$ cat src/rtl/cpu16_pkg.sv
// Shared definitions for the 16-bit CPU datapath: widths, flag bit positions,
// and the result-stage state and entry types.
package cpu16_pkg;

    localparam int unsigned DATA_W = 16;
    localparam int unsigned TAG_W  = 4;

    // Bit positions inside a {N,Z,C,V} flag nibble
    localparam int unsigned FLAG_N = 3;
    localparam int unsigned FLAG_Z = 2;
    localparam int unsigned FLAG_C = 1;
    localparam int unsigned FLAG_V = 0;

    typedef enum logic [1:0] {
        EMPTY = 2'd0,
        ONE   = 2'd1,
        FULL  = 2'd2
    } rs_state_t;

    typedef struct packed {
        logic [DATA_W-1:0] data;
        logic [TAG_W-1:0]  rd;
        logic [3:0]        flags;
        logic              flag_we;
    } rs_entry_t;

endpackage

$ cat src/rtl/alu_flag_calc.sv
// Combinational N/Z/C/V derivation from an adder result. Also intended for
// the shift and logic units, so it depends only on the result and operand MSBs.
module alu_flag_calc
    import cpu16_pkg::*;
#(
    parameter int unsigned N = DATA_W
) (
    input  logic [N-1:0] sum,
    input  logic         co,
    input  logic         a_msb,
    input  logic         b_msb,
    input  logic         sub,
    output logic [3:0]   flags
);

    // Overflow: both effective operands share a sign that differs from the result sign.
    always_comb begin
        flags         = 4'b0000;
        flags[FLAG_N] = sum[N-1];
        flags[FLAG_Z] = (sum == '0);
        flags[FLAG_C] = co;  // raw carry; for subtract 1 means no borrow
        flags[FLAG_V] = (a_msb ^ sum[N-1]) & ((b_msb ^ sub) ^ sum[N-1]);
    end

endmodule

$ cat src/rtl/alu_result_stage.sv
// Execute-to-writeback stage behind the N-bit adder. A two-entry skid buffer
// (MAIN drives the outputs, SKID absorbs one extra result) keeps in_ready a
// plain register, and the architectural flag register is updated when a
// flag-writing result retires.
module alu_result_stage
    import cpu16_pkg::*;
#(
    parameter int unsigned N    = DATA_W,  // must equal DATA_W (entry storage width)
    parameter int unsigned RD_W = TAG_W    // must equal TAG_W
) (
    input  logic            clk,
    input  logic            rst_n,
    input  logic            flush,
    input  logic            in_valid,
    output logic            in_ready,
    input  logic [N-1:0]    in_sum,
    input  logic            in_co,
    input  logic            in_a_msb,
    input  logic            in_b_msb,
    input  logic            in_sub,
    input  logic            in_flag_we,
    input  logic [RD_W-1:0] in_rd,
    output logic            out_valid,
    input  logic            out_ready,
    output logic [N-1:0]    out_data,
    output logic [RD_W-1:0] out_rd,
    output logic [3:0]      out_flags,
    output logic [3:0]      flags_q
);

    rs_state_t state_q, state_d;
    rs_entry_t main_q, main_d;
    rs_entry_t skid_q, skid_d;
    logic [3:0] arch_flags_q, arch_flags_d;

    logic [3:0] in_flags;
    rs_entry_t  in_entry;
    logic       accept;
    logic       retire;

    alu_flag_calc #(
        .N (N)
    ) u_flag_calc (
        .sum   (in_sum),
        .co    (in_co),
        .a_msb (in_a_msb),
        .b_msb (in_b_msb),
        .sub   (in_sub),
        .flags (in_flags)
    );

    // Pack the incoming result into an entry and decode the handshakes.
    always_comb begin
        in_entry.data    = in_sum;
        in_entry.rd      = in_rd;
        in_entry.flags   = in_flags;
        in_entry.flag_we = in_flag_we;
        in_ready         = (state_q != FULL);
        out_valid        = (state_q != EMPTY);
        accept           = in_valid & in_ready;
        retire           = out_valid & out_ready;
    end

    // Next-state logic for the skid buffer and the architectural flags.
    always_comb begin
        state_d      = state_q;
        main_d       = main_q;
        skid_d       = skid_q;
        arch_flags_d = arch_flags_q;

        // A retire still commits its flags even when flush is asserted in the same cycle.
        if (retire && main_q.flag_we) begin
            arch_flags_d = main_q.flags;
        end

        if (flush) begin
            state_d = EMPTY;
        end else begin
            unique case (state_q)
                EMPTY: begin
                    if (accept) begin
                        main_d  = in_entry;
                        state_d = ONE;
                    end
                end
                ONE: begin
                    if (accept && retire) begin
                        main_d = in_entry;
                    end else if (accept) begin
                        skid_d  = in_entry;
                        state_d = FULL;
                    end else if (retire) begin
                        state_d = EMPTY;
                    end
                end
                FULL: begin
                    // in_ready is low here, so no accept can coincide.
                    if (retire) begin
                        main_d  = skid_q;
                        state_d = ONE;
                    end
                end
                default: begin
                    state_d = EMPTY;
                end
            endcase
        end
    end

    // State, entry and flag registers; reset clears everything at once.
    always_ff @(posedge clk or negedge rst_n) begin
        if (!rst_n) begin
            state_q      <= EMPTY;
            main_q       <= '0;
            skid_q       <= '0;
            arch_flags_q <= 4'b0000;
        end else begin
            state_q      <= state_d;
            main_q       <= main_d;
            skid_q       <= skid_d;
            arch_flags_q <= arch_flags_d;
        end
    end

    assign out_data  = main_q.data;
    assign out_rd    = main_q.rd;
    assign out_flags = main_q.flags;
    assign flags_q   = arch_flags_q;

endmodule

$ cat config.mk
export PLATFORM = sky130hd
export DESIGN_NAME = alu_result_stage
export DESIGN_NICKNAME = d
export VERILOG_FILES = /design/src/rtl/cpu16_pkg.sv /design/src/rtl/alu_flag_calc.sv /design/src/rtl/alu_result_stage.sv
export SDC_FILE = /design/constraint.sdc
export NUM_CORES = 1
export LEC_CHECK = 0
export ABC_AREA = 1
export BUFFER_PORTS_ARGS = -buffer_cell sky130_fd_sc_hd__buf_4
export CAP_MARGIN = 20
export CORE_MARGIN = 4
export CORE_UTILIZATION = 50
export DETAILED_ROUTE_END_ITERATION = 10
export GPL_TIMING_DRIVEN = 0
export PLACE_DENSITY = 0.74
export SLEW_MARGIN = 15
export SYNTH_ARGS = -nofsm -noshare
export SYNTH_HDL_FRONTEND = slang
export SYNTH_HIERARCHICAL = 1
export SYNTH_SLANG_ARGS = --single-unit
$ cat constraint.sdc
create_clock -name clk -period 1.56 [get_ports clk]
set_input_delay 0.312 -clock clk [delete_from_list [all_inputs] [get_ports clk]]
set_output_delay 0.312 -clock clk [all_outputs]
set_load 0.02 [all_outputs]
== After elaboration in Yosys (flattened, before gate mapping) ==
Cells that the tools add are included.

* Bits of input ports: 30
* Output and inout port bits: 30
* Word-level logic and storage cells: 48
* Register bits after elaboration: 56

* Muxes and demuxes: 11
* Bitwise gates (word level): 8
* Reductions and logical operators: 9
* Eq/ne operators: 10

{| class="wikitable"
|+ Operators by type and width
! kind !! count
|-
| 2-to-1 mux 25 bit || 3
|-
| case mux 25 bit (3 select lines) || 1
|-
| logical NOT 16 bit || 1
|-
| 2-to-1 mux 2 bit || 6
|-
| != test 3 bit, second input constant || 3
|-
| != test 2 bit, second input constant || 4
|-
| AND reduction 4 bit || 2
|-
| case mux 2 bit (3 select lines) || 1
|-
| AND reduction 5 bit || 1
|-
| != test 4 bit, second input constant || 1
|-
| AND 1 bit || 3
|-
| nonzero test 3 bit || 1
|-
| XOR 1 bit || 3
|-
| == test 2 x 1 -> 1 bit, second input constant || 1
|-
| == test 2 bit, second input constant || 1
|-
| logical AND 1 bit || 2
|-
| logical NOT 2 bit || 1
|-
| NOT 1 bit || 2
|-
| nonzero test 2 bit || 1
|}

== Depth between registers and ports, before layout ==
Gate-level depths: netlist of the first run.

* Depth after elaboration: 7
* Mapped depth: 9
* Mapped depth without buffers: 9

== Hierarchy ==
The synthesis of the first run kept the hierarchy.

{| class="wikitable"
|+ Modules (own cells, without submodules)
! module !! area each (µm²) !! seq. area each (µm²) !! times used !! cells an instance
|-
| alu_result_stage || 2782.7 || 1401.3 || 1 || 362
|-
| alu_flag_calc || 153.9 || 0.0 || 1 || 37
|}

== Worst setup path before layout of the first run ==
Ideal clock, no wire load.

* Path kind: flip-flop to flip-flop
* Start: register state_q[0]
* End: register main_q, in the netlist out_flags[0]
* Path slack: 248 ps
* Clock period less this slack: 1312 ps
* Path buffers: 1
* Required time: 1442 ps
* Data arrival time: 1194 ps
* Library setup time: 118 ps
* Stages on the path, launching flop included: 8
* Path through: dfrtp_1 -> inv_2 -> nand2_2 -> nand2_2 -> nand3_2 -> buf_4 -> nand2_1 -> nand2_1

* Longest elaborated chain between the ends: 5
* Elaborated cells on any way between the ends: 14
* Those cells by class: eq/ne (6); mux (1); bitwise (2); reduce/logical (5)

{| class="wikitable"
|+ Ends and longest elaborated chain
! what !! RTL line !! source
|-
| start, declared || alu_result_stage.sv:31 || <nowiki>rs_state_t state_q, state_d;</nowiki>
|-
| start signal, assigned || alu_result_stage.sv:118 || <nowiki>state_q <= state_d;</nowiki>
|-
| != test 2 bit / nonzero test 2 bit (equally long branches) || alu_result_stage.sv:58, alu_result_stage.sv:59 ||
|-
| AND 1 bit, on equally long branches || alu_result_stage.sv:60, alu_result_stage.sv:61 ||
|-
| logical AND 1 bit || alu_result_stage.sv:87 || <nowiki>if (accept && retire) begin</nowiki>
|-
| != test 2 bit (no source line) || -- ||
|-
| AND reduction 5 bit (no source line) || -- ||
|-
| end signal, assigned || alu_result_stage.sv:119 || <nowiki>main_q <= main_d;</nowiki>
|-
| end, declared || alu_result_stage.sv:32 || <nowiki>rs_entry_t main_q, main_d;</nowiki>
|}

Parallel ways exist; a longest one is shown, timed or not.
A chain may end at the register's enable or synchronous reset.

== Worst setup path in the final report of the first run ==
* Start: register state_q[0]
* End: output port in_ready

* Longest elaborated chain between the ends: 1

{| class="wikitable"
|+ Ends and longest elaborated chain
! what !! RTL line !! source
|-
| != test 2 bit || alu_result_stage.sv:58 || <nowiki>in_ready = (state_q != FULL);</nowiki>
|-
| end, declared || alu_result_stage.sv:15 || <nowiki>output logic in_ready,</nowiki>
|}

No other way between the ends.

==> results.toml, run 1 <==
[outcome]
outcome = "finished, final reports clean"

[global_route]
track_usage_pct = 20.3
grt_overflow = 0
antenna_found_initial = 0
grt_pass1_vias = 2567
grt_pass1_wl_um = 11800
grt_max_degree = 57

[cells_and_area]
seq_area_um2 = 1400
n_antenna_cell = 0
fillers = 488
drive_gt1_share_pct = 26.6
nets = 503
multiInputGateArea_um2 = 1100
finalNonFillerCells = 546
area_growth_pct = 26.4

[sta]
hold_violations = 0
setup_slack_ns = 0.00654
period_share_pct = 99.6
max_freq_mhz = 644
setup_viol = 0
finClkSkew_ns = 0.0103
rsz0062_at_grt = "yes"
worst_slew_margin_rel_pct = 52.5
final-max-slew-violation-count = 0
tightest_slew_ns = 0.712
period_needed_ns = 1.55

[floorplanning]
rows = 27
coreArea_um2 = 5610
die_h_um = 84.6
die_w_um = 84.6
die_area_um2 = 7160
io_pins = 60
initial_core_util_pct = 52.4

[routing]
ant_nets = 0
wl_met2_um = 3390
first_iter_violations = 244
drc_errors = 0
wl_per_cell_um = 12.7
wirelength_um = 6940
wl_met1_um = 3050
top_layer_used = "met4"
vias = 2633
wl_met3_um = 367
routed_via_density = 4.82
dr.pass1.iters = 4

[cts]
cts_tree = "built"
ctsLongestPathBuffers = 2
clk_latency_ns = 0.31
cts_htree_levels = 2
postCtsHoldBufs = 0
cts.sinks = 56
clk_pin_slew_ns = 0.10
cts_buffers = 5
cts-root-buf = "clkbuf_8"

[yosys]
ys_types = 18
synth_seq_cells = 56
avgSynthCellArea_um2 = 7.36
yosysWarnings = 6
synth_area_um2 = 2940
ys_seq_area_share_pct = 47.7
netlist_instances = 399
yosys.area.top_type_share_pct = 47.7
synth_top_area_cell = "dfrtp_1"
synthesis.nets = 429
yosys-top-cells-area = "dfrtp_1, nand2_1, nand3_1, buf_4, inv_1"

[worst_setup_path]
arrival_ns = 1.24
start_kind = "flop"
cp_num_buf_inv = 3
end_kind = "output port"
path_cells = "inv_4, nand2_4, buf_6, buf_4"
crit_family = "flip-flops"
cp_max_fo = 9
cpPeakStageDelay_ns = 0.46
slowest_stage = "dfrtp_2"
critPathKind = "flop to output port"
reg2reg_setup_slack_ns = 0.06
crit_required_ns = 1.25

[placed_design]
io_buffers = 58
globalplace.congestion = 0.794
place_hpwl_um = 4940
placedCellCount = 529
pre_cts_slack_ns = -0.176

[worst_hold_path]
hold_path_class = "input pin to asynchronous set/reset pin"

[job]
drv_cap = 0

[power]
p_leak_nw = 2.15
powerDensity_nw_per_um2 = 1230
vdd_drop_max_mv = 0.749
[worst register-to-register path, cell delays in order, from the launching register on]
cell	delay (ns)
dfrtp_2	0.46
inv_4	0.08
nand2_4	0.09
nand2_2	0.19
nand3_2	0.21
buf_4	0.25
nand2_1	0.07
nand2_1	0.05
[path summary, 6_finish.rpt]
kind                             startpoint           to  cells after the start
worst max-delay path             state_q[0]     in_ready                      4
worst min register to register  out_data[3]  out_data[3]                      2
worst max register to register   state_q[0]    out_rd[1]                      7
min in group clk                   in_rd[1]    skid_q[6]                      3
worst min-delay path                  rst_n   skid_q[18]                      1
max in group asynchronous             rst_n   state_q[1]                      1
[cells in the mapped netlist, drive strengths merged]
library cell / n
dfrtp: 56
or2: 1
nand4: 3
o21ai: 31
a21boi: 1
inv: 48
buf: 36
nand2: 147
clkbuf: 8
nand3: 55
nor2: 12
and2: 1
[layout by cell type (no fill, tap or decap), drive strengths merged]
cell / Yosys / final
or2: 1 / 1
buf: 36 / 99
nand4: 3 / 3
a21boi: 1 / 1
clkbuf: 8 / 19
inv: 48 / 48
nand3: 55 / 55
o21ai: 31 / 31
nor2: 12 / 12
nand2: 147 / 147
and2: 1 / 1
bufinv: 0 / 1
dfrtp: 56 / 56
[routing by layer]
layer | GRT usage, % | up-vias
li1 | - | 1355
met1 | 27.8 | 1199
met2 | 31.7 | 66
met3 | 3.83 | 13
met4 | 8.20 | 0
met5 | 0 | -
[state kept, by name (all words and copies together), names as in the netlist]
register	count
skid_q	25
out_rd	4
flags_q	4
out_data	16
out_flags	4
main_q	1
state_q	2
[logic make-up (layout without fill, tap and decap cells)]
group | Yosys count | in the layout | share of synthesized area, %
buffers and inverters | 92 | 167 | 15.6
AO/OA/AOI/OAI | 32 | 32 | 5.54
AND/OR/NAND/NOR | 219 | 219 | 31.2
flip-flops | 56 | 56 | 47.7
[power breakdown]
group	leakage (nW)	total (W)	internal, W	switching [W]
Sequential	0.706	0.00205	0.00183	0.000215
Combinational	1.38	0.00150	0.000708	0.000791
Clock	0.0645	0.00104	0.000567	0.000469
Total	2.15	0.00458	0.00311	0.00147
[layout make-up]
class / instances / share of cell area, %
Clock buffer: 7 / 2.60
Timing Repair Buffer: 67 / 13.7
Buffer: 44 / 8.23
Sequential cell: 56 / 37.8
Clock inverter: 1 / 0.809
Tap cell: 72 / 2.43
Inverter: 48 / 4.92
Multi-Input combinational cell: 251 / 29.5
[metrics by stage]
stage	setup TNS [ns]	hold WS [ns]	util (%)	power [W]	area [um^2]
finish	0	0.0559	66.2	0.00458	3710
global route	-0.0993	0.105	66.2	0.00488	3710
global placement	-1.70	0.413	61.7	0.00346	3460
floorplan	0	0.0164	-	0.00296	2940
detailed placement	-2.26	0.413	61.7	0.00352	3460
CTS	-0.00185	0.0695	64.9	0.00458	3640
[timing repair]
action	in CTS	in global routing
setup buffers	2	7
gates resized for setup	11	21
endpoints found under the setup margin	22	45
pin swaps	0	1
No activity file was read; power rests on OpenSTA's default activity.
==> run 2: changes to the inputs <==
PLACE_DENSITY = 0.8   (was 0.74)
==> results.toml, run 2 (synthesized netlist as in run 1, its figures left out) <==
[power]
combPwrFrac_pct = 33.0
switching_share_pct = 32.6
p_switching_w = 0.00145
p_leak_nw = 2.11
vdd_drop_max_mv = 0.578
powerDensity_nw_per_um2 = 1220
p_int_w = 0.00300
clkPwrFrac_pct = 21.0
power_frac_seq_pct = 46.0

[cells_and_area]
n_antenna_cell = 0
fillers = 504
finalNonFillerCells = 540
seq_area_um2 = 1400
multiInputGateArea_um2 = 1100
largest_reg_flops = 25
layout_common_cells = "nand2_1, buf_4, nand3_1, dfrtp_1, inv_1"
drive_gt1_share_pct = 25.0
regMostFlops = "skid_q"
utilization_pct = 65.0
final_common_cell = "nand2_1"
area_growth_pct = 24.1
nets = 497

[placed_design]
place_hpwl_um = 4860
io_buffers = 58
placedCellCount = 529
globalplace.congestion = 0.809

[routing]
vias = 2680
wirelength_um = 6680
ant_nets = 0
dr.pass1.iters = 5
first_iter_violations = 208
routed_via_density = 4.96
drc_errors = 0
wl_per_cell_um = 12.4

[cts]
postCtsHoldBufs = 0
cts_htree_levels = 2
clk_latency_ns = 0.31
clk_pin_slew_ns = 0.10
cts_tree = "built"
cts_buffers = 5
cts.sinks = 56
ctsLongestPathBuffers = 2
cts-root-buf = "clkbuf_8"

[global_route]
grt_pass1_wl_um = 11400
grt_pass1_vias = 2544
track_usage_pct = 19.3
antenna_found_initial = 0
grt_max_degree = 57
grt_overflow = 0

[worst_setup_path]
cp_max_fo = 10
arrival_ns = 1.22
crit_required_ns = 1.25
startpoint = "state_q[0]"
critPathKind = "flop to output port"
r2r_start = "state_q[0]"
end_kind = "output port"
start_kind = "flop"

[sta]
rsz0062_at_grt = "yes"
finClkSkew_ns = 0.00988
tightest_slew_ns = 0.685
max_freq_mhz = 653
setup_viol = 0
hold_violations = 0
period_needed_ns = 1.53
worst_slew_margin_rel_pct = 54.3
final-max-slew-violation-count = 0
period_share_pct = 98.2

[job]
drv_cap = 0

[worst_hold_path]
hold_path_class = "input pin to asynchronous set/reset pin"

[floorplanning]
die_h_um = 84.6
coreArea_um2 = 5610
rows = 27
die_w_um = 84.6
io_pins = 60
initial_core_util_pct = 52.4
die_area_um2 = 7160

[outcome]
outcome = "finished, final reports clean"
-- run 2: cell count changes in the layout (fill, tap and decap cells not counted) --
cell / change
buf_6: -2
buf_8: +1
buf_4: -4
buf_1: +2
clkbuf_2: -1
buf_2: +1
clkinv_2: +1
inv_1: +1
clkbuf_4: -2
clkbuf_8: -2
o21ai_1: -1
inv_2: -1
o21ai_0: +1
-- run 2: path summary, 6_finish.rpt --
kind	end	slack, ns	cells after the start
setup / recovery	in_ready	0.03	4
hold / removal	skid_q[22]	0.05	1
setup reg to reg	out_data[14]	0.10	6
hold reg to reg	skid_q[20]	0.49	2
max in group asynchronous	state_q[0]	1.03	1
min in group clk	skid_q[7]	0.26	3
-- run 2: critical path: stages, from the launching register on --
cell     delay [ns]
dfrtp_2        0.44
inv_4          0.07
nand2_4        0.09
buf_8          0.16
buf_4          0.15
-- run 2: metrics by stage --
step	setup slack [ns]	area, um^2	hold slack, ns	TNS (ns)	total power (W)
CTS	0.0147	3610	0.0708	0	0.00446
global placement	-0.0816	3460	0.406	-1.23	0.00346
finish	0.0287	3640	0.0457	0	0.00445
floorplan	0.248	2940	0.0164	0	0.00296
global route	-0.0237	3640	0.0986	-0.145	0.00474
detailed placement	-0.142	3460	0.407	-2.14	0.00351
-- run 2: timing repair --
item | 4_1_cts | 5_1_grt
setup endpoints to repair | 22 | 45
gates resized for setup | 10 | 19
pin swaps | 0 | 1
buffers inserted | 2 | 1
-- run 2: layer usage --
metal	part of all wire (%)	vias up	global-route usage, %
li1	-	1343	-
met5	0	-	0
met2	49	99	33.6
met4	1.2	0	5.18
met3	6.6	8	3.63
met1	43	1230	24.7
-- run 2: final cells by class --
| cell class | instances | area share [%] |
|---|---|---|
| timing repair buffer | 61 | 12.6 |
| sequential | 56 | 38.5 |
| multi-input combinational | 251 | 30.1 |
| clock inverter | 2 | 0.962 |
| inverter | 48 | 5.01 |
| tap | 72 | 2.47 |
| buffer | 44 | 8.38 |
| clock buffer | 6 | 1.99 |
-- run 2: power groups by stage --
| stage | registers, W | logic, W | clock network, W |
|---|---|---|---|
| 6_report | 0.00205 | 0.00147 | 0.000933 |
| 5_1_grt | 0.00210 | 0.00163 | 0.00101 |
| 4_1_cts | 0.00205 | 0.00147 | 0.000949 |
| 3_5_place_dp | 0.00207 | 0.00144 | 0 |
| 3_3_place_gp | 0.00206 | 0.00140 | 0 |
| 2_1_floorplan | 0.00207 | 0.000887 | 0 |
==> run 3: changes to the inputs <==
ABC_CLOCK_PERIOD_IN_PS = 1560   (was not set)
CORE_MARGIN = not set   (was 4)
==> results.toml, run 3 (synthesized netlist as in run 1, its figures left out) <==
[outcome]
outcome = "finished, final reports clean"

[cells_and_area]
final_common_cell = "nand2_1"
multiInputGateArea_um2 = 1110
regMostFlops = "skid_q"
nets = 500
design_area_um2 = 3690
area_growth_pct = 25.6
finalNonFillerCells = 543
n_antenna_cell = 0
drive_gt1_share_pct = 25.9
largest_reg_flops = 25
layout_common_cells = "nand2_1, buf_4, dfrtp_1"
seq_area_um2 = 1400
fillers = 506

[power]
p_leak_nw = 2.13
power_w = 0.00436
powerDensity_nw_per_um2 = 1180
vdd_drop_max_mv = 0.490

[cts]
clk_pin_slew_ns = 0.11
ctsLongestPathBuffers = 2
clk_latency_ns = 0.31
cts_htree_levels = 2
cts.sinks = 56
postCtsHoldBufs = 0
cts-root-buf = "clkbuf_8"
cts_buffers = 5
cts_tree = "built"

[worst_setup_path]
cpPeakStageDelay_ns = 0.44
slowest_stage = "dfrtp_2"
cp_max_fo = 6
path_cells = "buf_4, nor2_4, inv_1, buf_4"
critPathKind = "flop to output port"
end_kind = "output port"
start_kind = "flop"
crit_required_ns = 1.25
path_common_cell = "buf_4"
arrival_ns = 1.24

[global_route]
met1_usage_pct = 31.1
grt_pass1_vias = 2574
grt_pass1_wl_um = 11800
busiest_layer = "met2"
track_usage_pct = 24.2
grt_max_degree = 57
use_met2_pct = 42.3
grt_overflow = 0
antenna_found_initial = 0
gr-usage-met3_pct = 3.14

[sta]
max_freq_mhz = 645
period_needed_ns = 1.55
finClkSkew_ns = 0.00833
worst_hold_slack_ns = 0.0375
hold_violations = 0
setup_slack_ns = 0.00936
rsz0062_at_grt = "yes"
final-max-slew-violation-count = 0
worst_slew_margin_rel_pct = 52.3
tightest_slew_ns = 0.715
period_share_pct = 99.4
setup_viol = 0

[placed_design]
io_buffers = 58
globalplace.congestion = 0.805
place_hpwl_um = 4850
place_area_um2 = 3460
pre_cts_slack_ns = -0.132
placedCellCount = 529

[routing]
drc_errors = 0
vias = 2729
first_iter_violations = 182
wirelength_um = 6860
routed_via_density = 5.03
wl_per_cell_um = 12.6
dr.pass1.iters = 5
ant_nets = 0

[floorplanning]
io_pins = 60
die_w_um = 78.6
rows = 27
coreArea_um2 = 5570
initial_core_util_pct = 52.7
die_h_um = 78.6
die_area_um2 = 6180

[worst_hold_path]
hold_path_class = "input pin to asynchronous set/reset pin"

[job]
drv_cap = 0
==> run 3: cell types whose count changed in the layout (fill, tap and decap cells not counted), sizes merged <==
cell / previous run / this run
buf: 97 / 102
bufinv: 1 / 0
clkbuf: 14 / 11
clkinvlp: 0 / 2
==> run 3: cell type report <==
class                   instances  area share (%)
flip-flops and latches         56            38.0
plain buffers                  44            8.86
repair buffers                 64            13.0
clock buffers                   5            1.87
well taps                      72            2.44
inverters                      48            4.95
clock inverters                 3           0.645
multi-input cells             251            30.2
==> run 3: power breakdown <==
group / leakage (nW) / total, W / switching [W] / internal [W]
Clock: 0.0404 / 0.000811 / 0.000492 / 0.000320
Sequential: 0.708 / 0.00205 / 0.000217 / 0.00183
Combinational: 1.38 / 0.00150 / 0.000795 / 0.000703
==> run 3: timing repair <==
action	in CTS	in global routing
buffers inserted	3	3
gates resized for setup	10	37
setup endpoints to repair	22	47
pin swaps	0	1
==> run 3: routing by layer <==
metal / routed length [um] / part of all wire (%)
met1: 2960 / 43
met2: 3400 / 50
met3: 445 / 6.5
met4: 61 / 0.89
met5: 0 / 0
==> run 3: stage by stage <==
step                util, %  setup TNS [ns]
floorplan                 -               0
global placement       62.1           -1.07
detailed placement     62.1           -2.23
CTS                    64.7       -0.000911
global route           66.2          -0.188
finish                 66.2               0
==> run 3: path summary, 6_finish.rpt <==
kind                                  from     endpoint  slack [ns]  depth (start not counted)
worst max-delay path            state_q[0]    out_valid       0.009                          4
worst min-delay path                 rst_n  out_data[9]        0.04                          1
worst max register to register  state_q[0]  out_data[0]        0.07                          7
worst min register to register   out_rd[2]    out_rd[2]        0.49                          2
max in group asynchronous            rst_n   state_q[0]        1.01                          1
min in group clk                     in_co    skid_q[2]        0.26                          3
==> run 3: critical path, delay by kind of cell, from the launching register on <==
family,cells,cell delay [ns]
DFF,1,0.44
buffers and inverters,3,0.38
and+or+nand+nor,1,0.11
